$ cat config.mk
export PLATFORM = sky130hd
export DESIGN_NAME = axis_frame_gen_flat
export DESIGN_NICKNAME = d
export VERILOG_FILES = /design/src/rtl/axis_frame_gen_pkg.sv /design/src/rtl/axis_frame_gen_if.sv /design/src/rtl/axis_frame_gen.sv /design/src/flat_wrapper.sv
export SDC_FILE = /design/constraint.sdc
export NUM_CORES = 1
export LEC_CHECK = 0
export BUFFER_PORTS_ARGS = -buffer_cell sky130_fd_sc_hd__buf_2
export CAP_MARGIN = 25
export CORE_MARGIN = 2
export CORE_UTILIZATION = 40
export DETAILED_ROUTE_END_ITERATION = 6
export SLEW_MARGIN = 20
export SYNTH_ARGS = -nofsm -noshare
export SYNTH_HDL_FRONTEND = slang
export SYNTH_SLANG_ARGS = --single-unit
$ cat constraint.sdc
create_clock -name clk -period 4.4 [get_ports clk]
set_input_delay 0.44 -clock clk [delete_from_list [all_inputs] [get_ports clk]]
set_output_delay 0.44 -clock clk [all_outputs]
set_load 0.02 [all_outputs]
$ cat src/rtl/axis_frame_gen_pkg.sv
// Shared AXIS definitions: default stream widths and the frame generator FSM state type.
package axis_frame_gen_pkg;

  localparam int unsigned AXIS_DATA_WIDTH = 8;
  localparam int unsigned AXIS_LEN_WIDTH  = 16;
  localparam int unsigned AXIS_ID_WIDTH   = 8;
  localparam int unsigned AXIS_DEST_WIDTH = 8;
  localparam int unsigned AXIS_USER_WIDTH = 1;

  typedef enum logic [1:0] {
    IDLE = 2'd0,
    SEND = 2'd1,
    DONE = 2'd2
  } fsm_state_t;

endpackage

$ cat src/rtl/axis_frame_gen_if.sv
// AXI4-Stream bundle with master (transmitter) and slave (receiver) views.
interface ifc_axis
  import axis_frame_gen_pkg::*;
#(
  parameter int unsigned DATA_WIDTH = AXIS_DATA_WIDTH,
  parameter int unsigned KEEP_WIDTH = (DATA_WIDTH + 7) / 8,
  parameter int unsigned ID_WIDTH   = AXIS_ID_WIDTH,
  parameter int unsigned DEST_WIDTH = AXIS_DEST_WIDTH,
  parameter int unsigned USER_WIDTH = AXIS_USER_WIDTH
);

  logic [DATA_WIDTH-1:0] tdata;
  logic                  tvalid;
  logic                  tready;
  logic                  tlast;
  logic [KEEP_WIDTH-1:0] tkeep;
  logic [ID_WIDTH-1:0]   tid;
  logic [DEST_WIDTH-1:0] tdest;
  logic [USER_WIDTH-1:0] tuser;

  modport master (
    output tdata, tvalid, tlast, tkeep, tid, tdest, tuser,
    input  tready
  );

  modport slave (
    input  tdata, tvalid, tlast, tkeep, tid, tdest, tuser,
    output tready
  );

endinterface

$ cat src/rtl/axis_frame_gen.sv
// AXI4-Stream frame generator: emits one frame of incrementing bytes (seed + i) per accepted start.
module axis_frame_gen
  import axis_frame_gen_pkg::*;
#(
  parameter int unsigned DATA_WIDTH = AXIS_DATA_WIDTH,
  parameter int unsigned KEEP_WIDTH = (DATA_WIDTH + 7) / 8,
  parameter int unsigned LEN_WIDTH  = AXIS_LEN_WIDTH,
  parameter int unsigned ID_WIDTH   = AXIS_ID_WIDTH,
  parameter int unsigned DEST_WIDTH = AXIS_DEST_WIDTH,
  parameter int unsigned USER_WIDTH = AXIS_USER_WIDTH
) (
  input  logic                  clk,
  input  logic                  rst,
  input  logic                  start,
  input  logic [LEN_WIDTH-1:0]  len,
  input  logic [7:0]            seed,
  input  logic [ID_WIDTH-1:0]   cfg_tid,
  input  logic [DEST_WIDTH-1:0] cfg_tdest,
  output logic                  busy,
  output logic                  done,
  output logic [31:0]           frame_cnt,
  ifc_axis.master               m_axis_ifc
);

  fsm_state_t state, state_nxt;

  logic [LEN_WIDTH-1:0]  len_q;
  logic [LEN_WIDTH-1:0]  off_q;
  logic [7:0]            seed_q;
  logic [ID_WIDTH-1:0]   tid_q;
  logic [DEST_WIDTH-1:0] tdest_q;
  logic [DATA_WIDTH-1:0] tdata_q;
  logic [KEEP_WIDTH-1:0] tkeep_q;
  logic                  tlast_q;
  logic                  tvalid_q;

  logic accept_c;
  logic hs_c;
  logic last_hs_c;
  logic load_c;

  logic [LEN_WIDTH-1:0]  calc_off;
  logic [LEN_WIDTH-1:0]  calc_len;
  logic [7:0]            calc_seed;
  logic [LEN_WIDTH-1:0]  remaining;
  logic [DATA_WIDTH-1:0] calc_data;
  logic [KEEP_WIDTH-1:0] calc_keep;
  logic                  calc_last;

  assign accept_c  = (state == IDLE) && start && (len != '0);
  assign hs_c      = tvalid_q && m_axis_ifc.tready;
  assign last_hs_c = hs_c && tlast_q;
  // A new beat is loaded on frame start or when a non-final beat is consumed.
  assign load_c    = accept_c || (hs_c && !tlast_q);

  always_ff @(posedge clk) begin
    if (rst) state <= IDLE;
    else     state <= state_nxt;
  end

  always_comb begin
    state_nxt = state;
    unique case (state)
      IDLE:    if (accept_c) state_nxt = SEND;
      SEND:    if (last_hs_c) state_nxt = DONE;
      DONE:    state_nxt = IDLE;
      default: state_nxt = IDLE;
    endcase
  end

  // Next-beat payload: the first beat comes straight from the start inputs, later ones from captured config.
  always_comb begin
    calc_off  = accept_c ? '0   : off_q + LEN_WIDTH'(KEEP_WIDTH);
    calc_len  = accept_c ? len  : len_q;
    calc_seed = accept_c ? seed : seed_q;
    remaining = calc_len - calc_off;
    calc_last = (remaining <= LEN_WIDTH'(KEEP_WIDTH));
    calc_data = '0;
    calc_keep = '0;
    for (int unsigned j = 0; j < KEEP_WIDTH; j++) begin
      if (LEN_WIDTH'(j) < remaining) begin
        calc_keep[j]       = 1'b1;
        calc_data[j*8 +: 8] = calc_seed + 8'(calc_off) + 8'(j);
      end
    end
  end

  always_ff @(posedge clk) begin
    if (rst) begin
      len_q     <= '0;
      off_q     <= '0;
      seed_q    <= '0;
      tid_q     <= '0;
      tdest_q   <= '0;
      tdata_q   <= '0;
      tkeep_q   <= '0;
      tlast_q   <= 1'b0;
      tvalid_q  <= 1'b0;
      busy      <= 1'b0;
      done      <= 1'b0;
      frame_cnt <= '0;
    end else begin
      if (accept_c) begin
        len_q   <= len;
        seed_q  <= seed;
        tid_q   <= cfg_tid;
        tdest_q <= cfg_tdest;
      end
      if (load_c) begin
        off_q   <= calc_off;
        tdata_q <= calc_data;
        tkeep_q <= calc_keep;
        tlast_q <= calc_last;
      end else if (last_hs_c) begin
        tdata_q <= '0;
        tkeep_q <= '0;
        tlast_q <= 1'b0;
      end
      tvalid_q <= (state_nxt == SEND);
      busy     <= (state_nxt != IDLE);
      done     <= (state_nxt == DONE);
      if (last_hs_c) frame_cnt <= frame_cnt + 32'd1;
    end
  end

  assign m_axis_ifc.tdata  = tdata_q;
  assign m_axis_ifc.tvalid = tvalid_q;
  assign m_axis_ifc.tlast  = tlast_q;
  assign m_axis_ifc.tkeep  = tkeep_q;
  assign m_axis_ifc.tid    = tid_q;
  assign m_axis_ifc.tdest  = tdest_q;
  assign m_axis_ifc.tuser  = {USER_WIDTH{1'b0}};

endmodule

$ cat src/flat_wrapper.sv
// flat-port wrapper written by rule: the top's interface ports become plain ports
module axis_frame_gen_flat import axis_frame_gen_pkg::*;
#(
  parameter int unsigned DATA_WIDTH = AXIS_DATA_WIDTH,
  parameter int unsigned KEEP_WIDTH = (DATA_WIDTH + 7) / 8,
  parameter int unsigned LEN_WIDTH  = AXIS_LEN_WIDTH,
  parameter int unsigned ID_WIDTH   = AXIS_ID_WIDTH,
  parameter int unsigned DEST_WIDTH = AXIS_DEST_WIDTH,
  parameter int unsigned USER_WIDTH = AXIS_USER_WIDTH
)
  (clk, rst, start, len, seed, cfg_tid, cfg_tdest, busy, done, frame_cnt, m_axis_ifc_tdata, m_axis_ifc_tvalid, m_axis_ifc_tlast, m_axis_ifc_tkeep, m_axis_ifc_tid, m_axis_ifc_tdest, m_axis_ifc_tuser, m_axis_ifc_tready);
  ifc_axis #(.DATA_WIDTH(DATA_WIDTH), .KEEP_WIDTH(KEEP_WIDTH), .ID_WIDTH(ID_WIDTH), .DEST_WIDTH(DEST_WIDTH), .USER_WIDTH(USER_WIDTH)) m_axis_ifc_i ();
  input  logic clk;
  input  logic rst;
  input  logic start;
  input  logic [LEN_WIDTH-1:0] len;
  input  logic [7:0] seed;
  input  logic [ID_WIDTH-1:0] cfg_tid;
  input  logic [DEST_WIDTH-1:0] cfg_tdest;
  output logic busy;
  output logic done;
  output logic [31:0] frame_cnt;
  output wire logic [$bits(m_axis_ifc_i.tdata)-1:0] m_axis_ifc_tdata;
  output wire logic [$bits(m_axis_ifc_i.tvalid)-1:0] m_axis_ifc_tvalid;
  output wire logic [$bits(m_axis_ifc_i.tlast)-1:0] m_axis_ifc_tlast;
  output wire logic [$bits(m_axis_ifc_i.tkeep)-1:0] m_axis_ifc_tkeep;
  output wire logic [$bits(m_axis_ifc_i.tid)-1:0] m_axis_ifc_tid;
  output wire logic [$bits(m_axis_ifc_i.tdest)-1:0] m_axis_ifc_tdest;
  output wire logic [$bits(m_axis_ifc_i.tuser)-1:0] m_axis_ifc_tuser;
  input wire logic [$bits(m_axis_ifc_i.tready)-1:0] m_axis_ifc_tready;
  assign m_axis_ifc_tdata = m_axis_ifc_i.tdata;
  assign m_axis_ifc_tvalid = m_axis_ifc_i.tvalid;
  assign m_axis_ifc_tlast = m_axis_ifc_i.tlast;
  assign m_axis_ifc_tkeep = m_axis_ifc_i.tkeep;
  assign m_axis_ifc_tid = m_axis_ifc_i.tid;
  assign m_axis_ifc_tdest = m_axis_ifc_i.tdest;
  assign m_axis_ifc_tuser = m_axis_ifc_i.tuser;
  assign m_axis_ifc_i.tready = m_axis_ifc_tready;
  axis_frame_gen #(.DATA_WIDTH(DATA_WIDTH), .KEEP_WIDTH(KEEP_WIDTH), .LEN_WIDTH(LEN_WIDTH), .ID_WIDTH(ID_WIDTH), .DEST_WIDTH(DEST_WIDTH), .USER_WIDTH(USER_WIDTH)) u_core (.clk(clk), .rst(rst), .start(start), .len(len), .seed(seed), .cfg_tid(cfg_tid), .cfg_tdest(cfg_tdest), .busy(busy), .done(done), .frame_cnt(frame_cnt), .m_axis_ifc(m_axis_ifc_i));
endmodule
==> impl_results.md, run 1 <==
- Hold path depth: 3
- Starting Density: 0.412
- Worst reg2reg setup slack: 0.51 ns
- Max cap viols: 0
- Root Buffer: clkbuf_16
- Worst vdd ir: 0.000212 V
- Slew @ Worst Pin: 0.863 ns
- CTS buffer count: 9
- Met3 WL: 537 um
- Synth Cell Area: 0.00550 sq mm
- Post-DR vias/cell: 5.12
- FMAX: 0.257 GHz
- Largest net degree at the start of global routing: 79
- Worst-Skew Late Latency: 0.35 ns
- Crit path arrival time: 4.14 ns
- Clock buffer depth: 2
- All-Layer GR Usage: 0.195
- Cell breakdown of the critical path: nor2_1 > and3_2 > mux2i_1 > ha_1 > fa_1 > nor2b_4 > o31ai_1 > a211oi_1 > or3_1 > a221oi_2 > o2111a_2 > a31oi_4 > a22o_1
- Final period utilization: 0.884
- Router iterations before antenna repair: 4
- Final hold viol count: 0
- WHS Endpoint: u_core.m_axis_ifc.tid[7]$_SDFFE_PP0P_
- Drt drc: 0
- Slowest CP cell: and3_2
- Vias: 4,866
- Post-CTS Setup Inserts: 0
- Outcome: complete, no violations
- DRT antenna net count: 0
- Crit. End Element: register
- Tmin final: 3.89 ns
- Post-synthesis cell count: 677
- Post-Syn Nets: 747
- Row cnt: 42
- Sink Count: 103
- PD cells: 344 mW/mm^2
- Top-area cell type share of the netlist area: 0.375
- Async set or reset register ratio after synthesis: 0
- Tightest Hold Check Type: in2reg
- Slew headroom: 0.425
- Leak Pwr: 2.92 nW
- Layout cell share with drive strength beyond 1: 0.200
- Cells on worst reg2reg path: 13
- 1st-iter DRT viols: 213
- Synth top area cells: dfxtp_1 (37%), nand2_1 (9.6%), xor2_1 (5.6%)
- Die area: 0.0147 sq mm
- Max incr delay on CP: 0.48 ns
- Register area share after synthesis: 0.375
- H-tree depth: 3
- Placeable core area: 0.0133 sq mm
- Worst r2r src: u_core.state[1]$_SDFF_PP0_
- Initial antenna violation count: 0
- Worst Setup Start Kind: register
- Setup TNS: 0 ns
- Metal-1 WL: 6.46 mm
- Worst Skew: 0.00784 ns
- Wire per inst: 14.6 um
- First-pass GRT wire length: 22.6 mm
- WP data required: 4.65 ns
- Met2 WL: 6.74 mm
- IO Port Bufs: 104
- Placer Congestion: 0.903
- Final count of negative-setup-slack endpoints: 0
- Register bit total from synthesis: 103
- Final Slew Violations: 0
- Syn_area_per_cell: 8.12 sq um
- Setup CP Type: reg2reg
- Total grt overflow: 0
- RSZ-0062 raised after global routing: false
- I/O pins: 106
- Via count of the first global-routing pass: 4,635
- HPWL Detailed: 10.7 mm
- Largest area contributor in the netlist: dfxtp_1
- Antenna Cells: 0
- Worst-path maximum fanout: 22
- Number of synthesized flops with an enable pin: 0
- Util after Layout: 0.487
- Drt total wl: 13.9 mm
- Min-delay src: cfg_tid[7]
- Die H: 121 um
- Cell variety after synth: 66
- CTS tree: built
- Die width: 121 um
- Area Overhead vs Synth: 18.2%
- Synth warnings: 0
- Clock transition at the registers of the reported paths: 0.07 ns
- Main synth FF type: dfxtp_1
- Reg-to-reg endpoint: u_core.m_axis_ifc.tdata[6]$_SDFFE_PP0P_
- Highest Signal Layer: met4
- NumNets Final: 840
[cell type report]
cell class / count / area [sq um]
multi-input combinational: 530 / 3250
clock inverter: 5 / 92.6
timing repair buffer: 112 / 581
clock buffer: 11 / 243
inverter: 14 / 52.6
tap: 176 / 220
sequential: 103 / 2060
fill: 1328 / 6850
[power by group]
part	switching, mW	total [mW]	internal (mW)	leakage (nW)
registers	0.0140	0.977	0.963	0.838
logic	0.226	0.376	0.150	1.93
clock network	0.360	0.880	0.520	0.159
total	0.600	2.23	1.63	2.92
[cells in the final DEF (no fill, tap or decap), types with 4 or more instances in the layout]
| master | n |
|---|---|
| nand2_1 | 140 |
| buf_2 | 104 |
| dfxtp_1 | 102 |
| nor2_1 | 59 |
| a21oi_1 | 51 |
| xor2_1 | 35 |
| xnor2_1 | 25 |
| ha_1 | 24 |
| o21ai_0 | 19 |
| nor2b_1 | 18 |
| nand3_1 | 17 |
| or3_1 | 16 |
| inv_1 | 14 |
| nand4_1 | 13 |
| a21o_1 | 10 |
| nor3_1 | 10 |
| or2_2 | 9 |
| clkbuf_16 | 9 |
| a22o_1 | 8 |
| buf_4 | 8 |
| and3_1 | 6 |
| nor4_1 | 5 |
| o21a_1 | 4 |
| nand2b_1 | 4 |
| a31oi_1 | 4 |
| mux2i_1 | 4 |
| and4_1 | 4 |
[stage by stage]
step / hold slack (ns) / area [sq um] / total power, mW / setup WS (ns) / cells
3_3_place_gp: 0.439 / 6160 / 1.37 / 0.275 / 935
5_1_grt: 0.319 / 6500 / 2.35 / 0.0977 / 951
6_report: 0.316 / 6500 / 2.23 / 0.509 / 951
2_1_floorplan: 0.444 / 5500 / 1.26 / 0.489 / 677
3_5_place_dp: 0.443 / 6160 / 1.38 / 0.188 / 935
4_1_cts: 0.300 / 6500 / 2.27 / 0.389 / 951
[timing repair]
item,CTS,global route
endpoints found under the setup margin,0,9
resized for setup,0,2
hold buffers,0,0
endpoints found under the hold margin,0,0
[synth_stat cells (7+ instances only)]
master      n
nand2_1   140
dfxtp_1   103
nor2_1     59
a21oi_1    51
xor2_1     35
xnor2_1    25
ha_1       24
clkbuf_1   22
o21ai_0    19
nand3_1    18
nor2b_1    18
or3_1      16
inv_1      14
nand4_1    13
a21o_1     10
nor3_1     10
or2_2       9
a22o_1      8
and3_1      7
[state kept, by name (all words and copies together), names as in the netlist, 2 cells and up]
| register | flops |
|---|---|
| u_core.m_axis_ifc.tdata | 8 |
| u_core.off_q | 16 |
| u_core.m_axis_ifc.tid | 8 |
| u_core.frame_cnt | 32 |
| u_core.len_q | 16 |
| u_core.state | 2 |
| u_core.seed_q | 8 |
| u_core.m_axis_ifc.tdest | 8 |
[worst max-delay path by stage]
stage | start | endpoint | slack, ns | cells past startpoint
6_report | u_core.state[1]$_SDFF_PP0_ | u_core.m_axis_ifc.tdata[6]$_SDFFE_PP0P_ | 0.51 | 13
5_1_grt | u_core.off_q[0]$_SDFFE_PP0P_ | u_core.m_axis_ifc.tdata[0]$_SDFFE_PP0P_ | 0.1 | 17
4_1_cts | u_core.off_q[0]$_SDFFE_PP0P_ | u_core.m_axis_ifc.tdata[6]$_SDFFE_PP0P_ | 0.39 | 17
3_5_place_dp | len[0] | u_core.m_axis_ifc.tdata[6]$_SDFFE_PP0P_ | 0.19 | 15
3_3_place_gp | len[0] | u_core.m_axis_ifc.tdata[6]$_SDFFE_PP0P_ | 0.27 | 15
2_1_floorplan | len[0] | u_core.m_axis_ifc.tdata[6]$_SDFFE_PP0P_ | 0.49 | 15
[worst max-delay path, delay by kind of cell, from the launching register on]
family / cells / cell delay (ns)
mux: 1 / 0.32
compound gates: 6 / 1.45
flops: 1 / 0.34
simple gates: 4 / 1.18
fa+ha+maj: 2 / 0.49
[cell families (layout without fill, tap and decap cells)]
group | count (synthesis) | after routing | synth area share
other | 1 | 1 | 0.000682
multiplexers | 6 | 6 | 0.0114
AND/OR/NAND/NOR | 314 | 314 | 0.272
adder cells (fa/ha/maj) | 26 | 26 | 0.0619
buffers and inverters | 44 | 142 | 0.0359
XOR/XNOR | 60 | 60 | 0.0955
AO/OA/AOI/OAI | 123 | 123 | 0.148
flip-flops | 103 | 103 | 0.375
[metal layers]
metal,up-vias,track usage
met1,2265,0.249
met2,79,0.333
met3,9,0.0418
li1,2513,-
met5,-,0
met4,0,0.0553
Power figures use the tool's default switching activity.
==> run 2: changes to the inputs <==
==> constraint.sdc (replaced) <==
create_clock -name clk -period 4.6 [get_ports clk]
set_input_delay 0.46 -clock clk [delete_from_list [all_inputs] [get_ports clk]]
set_output_delay 0.46 -clock clk [all_outputs]
set_load 0.02 [all_outputs]
==> run 2 against run 1 <==
Worst setup slack worse by 0.0091 ns. Largest power group unchanged. Critical path depth up 2. Sequential power down 4.3%. Count of clock-buffer cells in the layout down 1. Largest cell class unchanged. Worst hold slack better by 0.025 ns. Clock skew up 0.00079 ns. Utilization down 0.17 points. Combinational power down 3%. Global-route usage down 0.12 points. Wire length up 1.4%. Final area down 0.35%. Sequential share of layout area up 0.091 points.
==> impl_results.md, run 2 (synthesis gave the netlist of run 1 again) <==
- Die area: 0.0147 sq mm (unchanged)
- Max cap viols: 0 (unchanged)
- Area post-placement: 0.00616 sq mm (unchanged)
- Antenna Cells: 0 (unchanged)
- Crit path arrival time: 4.34 ns (+0.20 ns)
- Final Slew Violations: 0 (unchanged)
- Worst Skew: 0.00863 ns (+0.000794 ns)
- Total grt overflow: 0 (unchanged)
- Reg-to-reg endpoint: u_core.m_axis_ifc.tdata[6]$_SDFFE_PP0P_
- Cells on worst reg2reg path: 15 (+2)
- WP data required: 4.84 ns (+0.19 ns)
- Largest net degree at the start of global routing: 79 (unchanged)
- Tightest Hold Check Type: in2reg
- Largest register by flop count: u_core.frame_cnt
- Most common cell after layout, fill and taps aside: nand2_1
- Die width: 121 um (unchanged)
- FMAX: 0.244 GHz (-5.1%)
- Clock buffer depth: 2 (unchanged)
- Most frequent CP cell: or3_1
- Starting Density: 0.412 (unchanged)
- Post-route setup slack: 0.500 ns (-0.00906 ns)
- Worst Setup Start Kind: register
- Via count of the first global-routing pass: 4,536 (-2.1%)
- Drt drc: 0 (unchanged)
- I/O pins: 106 (unchanged)
- 1st-iter DRT viols: 257 (+21%)
- Setup CP Type: reg2reg
- First-pass GRT wire length: 22.5 mm (-0.61%)
- Tmin final: 4.10 ns (+0.209 ns)
- Root Buffer: clkbuf_16
- Final count of negative-setup-slack endpoints: 0 (unchanged)
- Slowest CP cell: or3_1
- HPWL Detailed: 10.8 mm (+0.55%)
- Drt total wl: 14.1 mm (+1.4%)
- Leak Pwr: 2.91 nW (-0.33%)
- RSZ-0062 raised after global routing: false
- Row cnt: 42 (unchanged)
- Post-CTS Setup Inserts: 0 (unchanged)
- Placer Congestion: 0.903 (about the same)
- Slew headroom: 0.439 (+0.0141)
- Clock transition at the registers of the reported paths: 0.07 ns (about the same)
- Post-route cell area: 0.00648 sq mm (-0.35%)
- Worst-path maximum fanout: 10 (-55%)
- Outcome: complete, no violations
- Worst-Skew Late Latency: 0.35 ns (about the same)
- WHS Endpoint: u_core.m_axis_ifc.tdest[6]$_SDFFE_PP0P_
- Sink Count: 103 (unchanged)
- Slew @ Worst Pin: 0.842 ns (-0.0212 ns)
- Fillers: 1,331 (+0.23%)
- Worst r2r src: u_core.off_q[0]$_SDFFE_PP0P_
- Multi-input logic area: 0.00325 sq mm (about the same)
- Vias: 4,951 (+1.7%)
- PD cells: 324 mW/mm^2 (-5.7%)
- Post-Place Worst Slack: 0.374 ns (+0.186 ns)
- Setup TNS: 0 ns (unchanged)
- Cell breakdown of the critical path: nand3_2 > or3_1 > nor2_1 > nand3_1 > xnor2_1 > nand2_1 > ha_1 > a21o_1 > a31oi_1 > o21ai_1 > or3_1 > a221oi_2 > o2111a_2 > a31oi_4 > a22o_1
- H-tree depth: 3 (unchanged)
- DRT antenna net count: 0 (unchanged)
- Hold path depth: 3 (unchanged)
- Sequential cell area: 0.00206 sq mm (about the same)
- CTS buffer count: 9 (unchanged)
- Min-delay src: cfg_tdest[6]
- Final period utilization: 0.891 (+0.00700)
- Crit. End Element: register
- Area Overhead vs Synth: 17.7%
- Wire per inst: 14.8 um (+1.4%)
- Commonest cells after routing, fill and taps aside: nand2_1 (140), buf_2 (104), dfxtp_1 (103)
- # resized after CTS: 0 (unchanged)
- Worst vdd ir: 0.000188 V (-12%)
- Worst reg2reg setup slack: 0.50 ns (about the same)
- Hold_buf cts: 0 (unchanged)
- Final hold viol count: 0 (unchanged)
- All-Layer GR Usage: 0.194 (-0.00116)
- Placeable core area: 0.0133 sq mm (unchanged)
- Die H: 121 um (unchanged)
- Layout cell share with drive strength beyond 1: 0.199 (-0.00129)
- Router iterations before antenna repair: 5 (+1)
- Max reg flops: 32 (unchanged)
- Biggest regs: u_core.frame_cnt: 32 flops, u_core.len_q: 16 flops, u_core.off_q: 16 flops
- Max incr delay on CP: 0.54 ns (+0.06 ns)
- IO Port Bufs: 104 (unchanged)
- Post-DR vias/cell: 5.21 (+1.7%)
- CTS tree: built
- NumNets Final: 840 (unchanged)
- Initial antenna violation count: 0 (unchanged)
==> run 2: changes by cell type in the layout (fill, tap and decap cells not counted), sizes merged <==
cell	change
bufinv	-1
clkbuf	-1
clkinv	-1
clkinvlp	+1
inv	+2
==> run 2: final cells by class <==
cell class | count | share of cell area
repair buffers | 112 | 0.0896
clock buffers | 10 | 0.0369
flip-flops and latches | 103 | 0.318
clock inverters | 6 | 0.0118
inverters | 14 | 0.00811
well taps | 176 | 0.0340
multi-input cells | 530 | 0.501
==> run 2: worst max-delay path, delay by kind of cell, from the launching register on <==
kind            cells  cell delay [ns]
compound gates      7             1.46
xor+xnor            1             0.16
fa+ha+maj           1             0.39
flops               1             0.42
simple gates        6             1.56
==> run 2: metal layers <==
layer | track usage | vias to the layer above | part of all wire
met2 | 0.323 | 96 | 0.48
met3 | 0.0367 | 11 | 0.042
met4 | 0.0503 | 0 | 0.010
met5 | 0 | - | 0
li1 | - | 2520 | -
met1 | 0.259 | 2324 | 0.47
==> run 2: worst max-delay path by stage <==
stage                                              end                          from  cells after the start  slack [ns]
2_1_floorplan  u_core.m_axis_ifc.tdata[6]$_SDFFE_PP0P_                        len[0]                     15        0.67
3_3_place_gp   u_core.m_axis_ifc.tdata[6]$_SDFFE_PP0P_                        len[0]                     14        0.49
3_5_place_dp   u_core.m_axis_ifc.tdata[6]$_SDFFE_PP0P_                        len[0]                     15        0.37
4_1_cts        u_core.m_axis_ifc.tdata[6]$_SDFFE_PP0P_  u_core.off_q[0]$_SDFFE_PP0P_                     15        0.49
5_1_grt        u_core.m_axis_ifc.tdata[6]$_SDFFE_PP0P_  u_core.off_q[0]$_SDFFE_PP0P_                     17        0.07
6_report       u_core.m_axis_ifc.tdata[6]$_SDFFE_PP0P_  u_core.off_q[0]$_SDFFE_PP0P_                     15        0.50
==> run 2: where the power goes <==
group          switching, mW  internal, mW  total [mW]
Sequential            0.0141         0.921       0.935
Clock                  0.354         0.446       0.799
Combinational          0.219         0.144       0.363
==> run 2: stage by stage <==
step                      power, mW  hold WS [ns]  instances  utilization
after detailed placement       1.32         0.450        935        0.462
after global routing           2.20         0.345        951        0.485
after CTS                      2.12         0.331        951        0.485
final                          2.10         0.341        951        0.485
after global placement         1.31         0.439        935        0.462
after floorplan                1.21         0.444        677            -
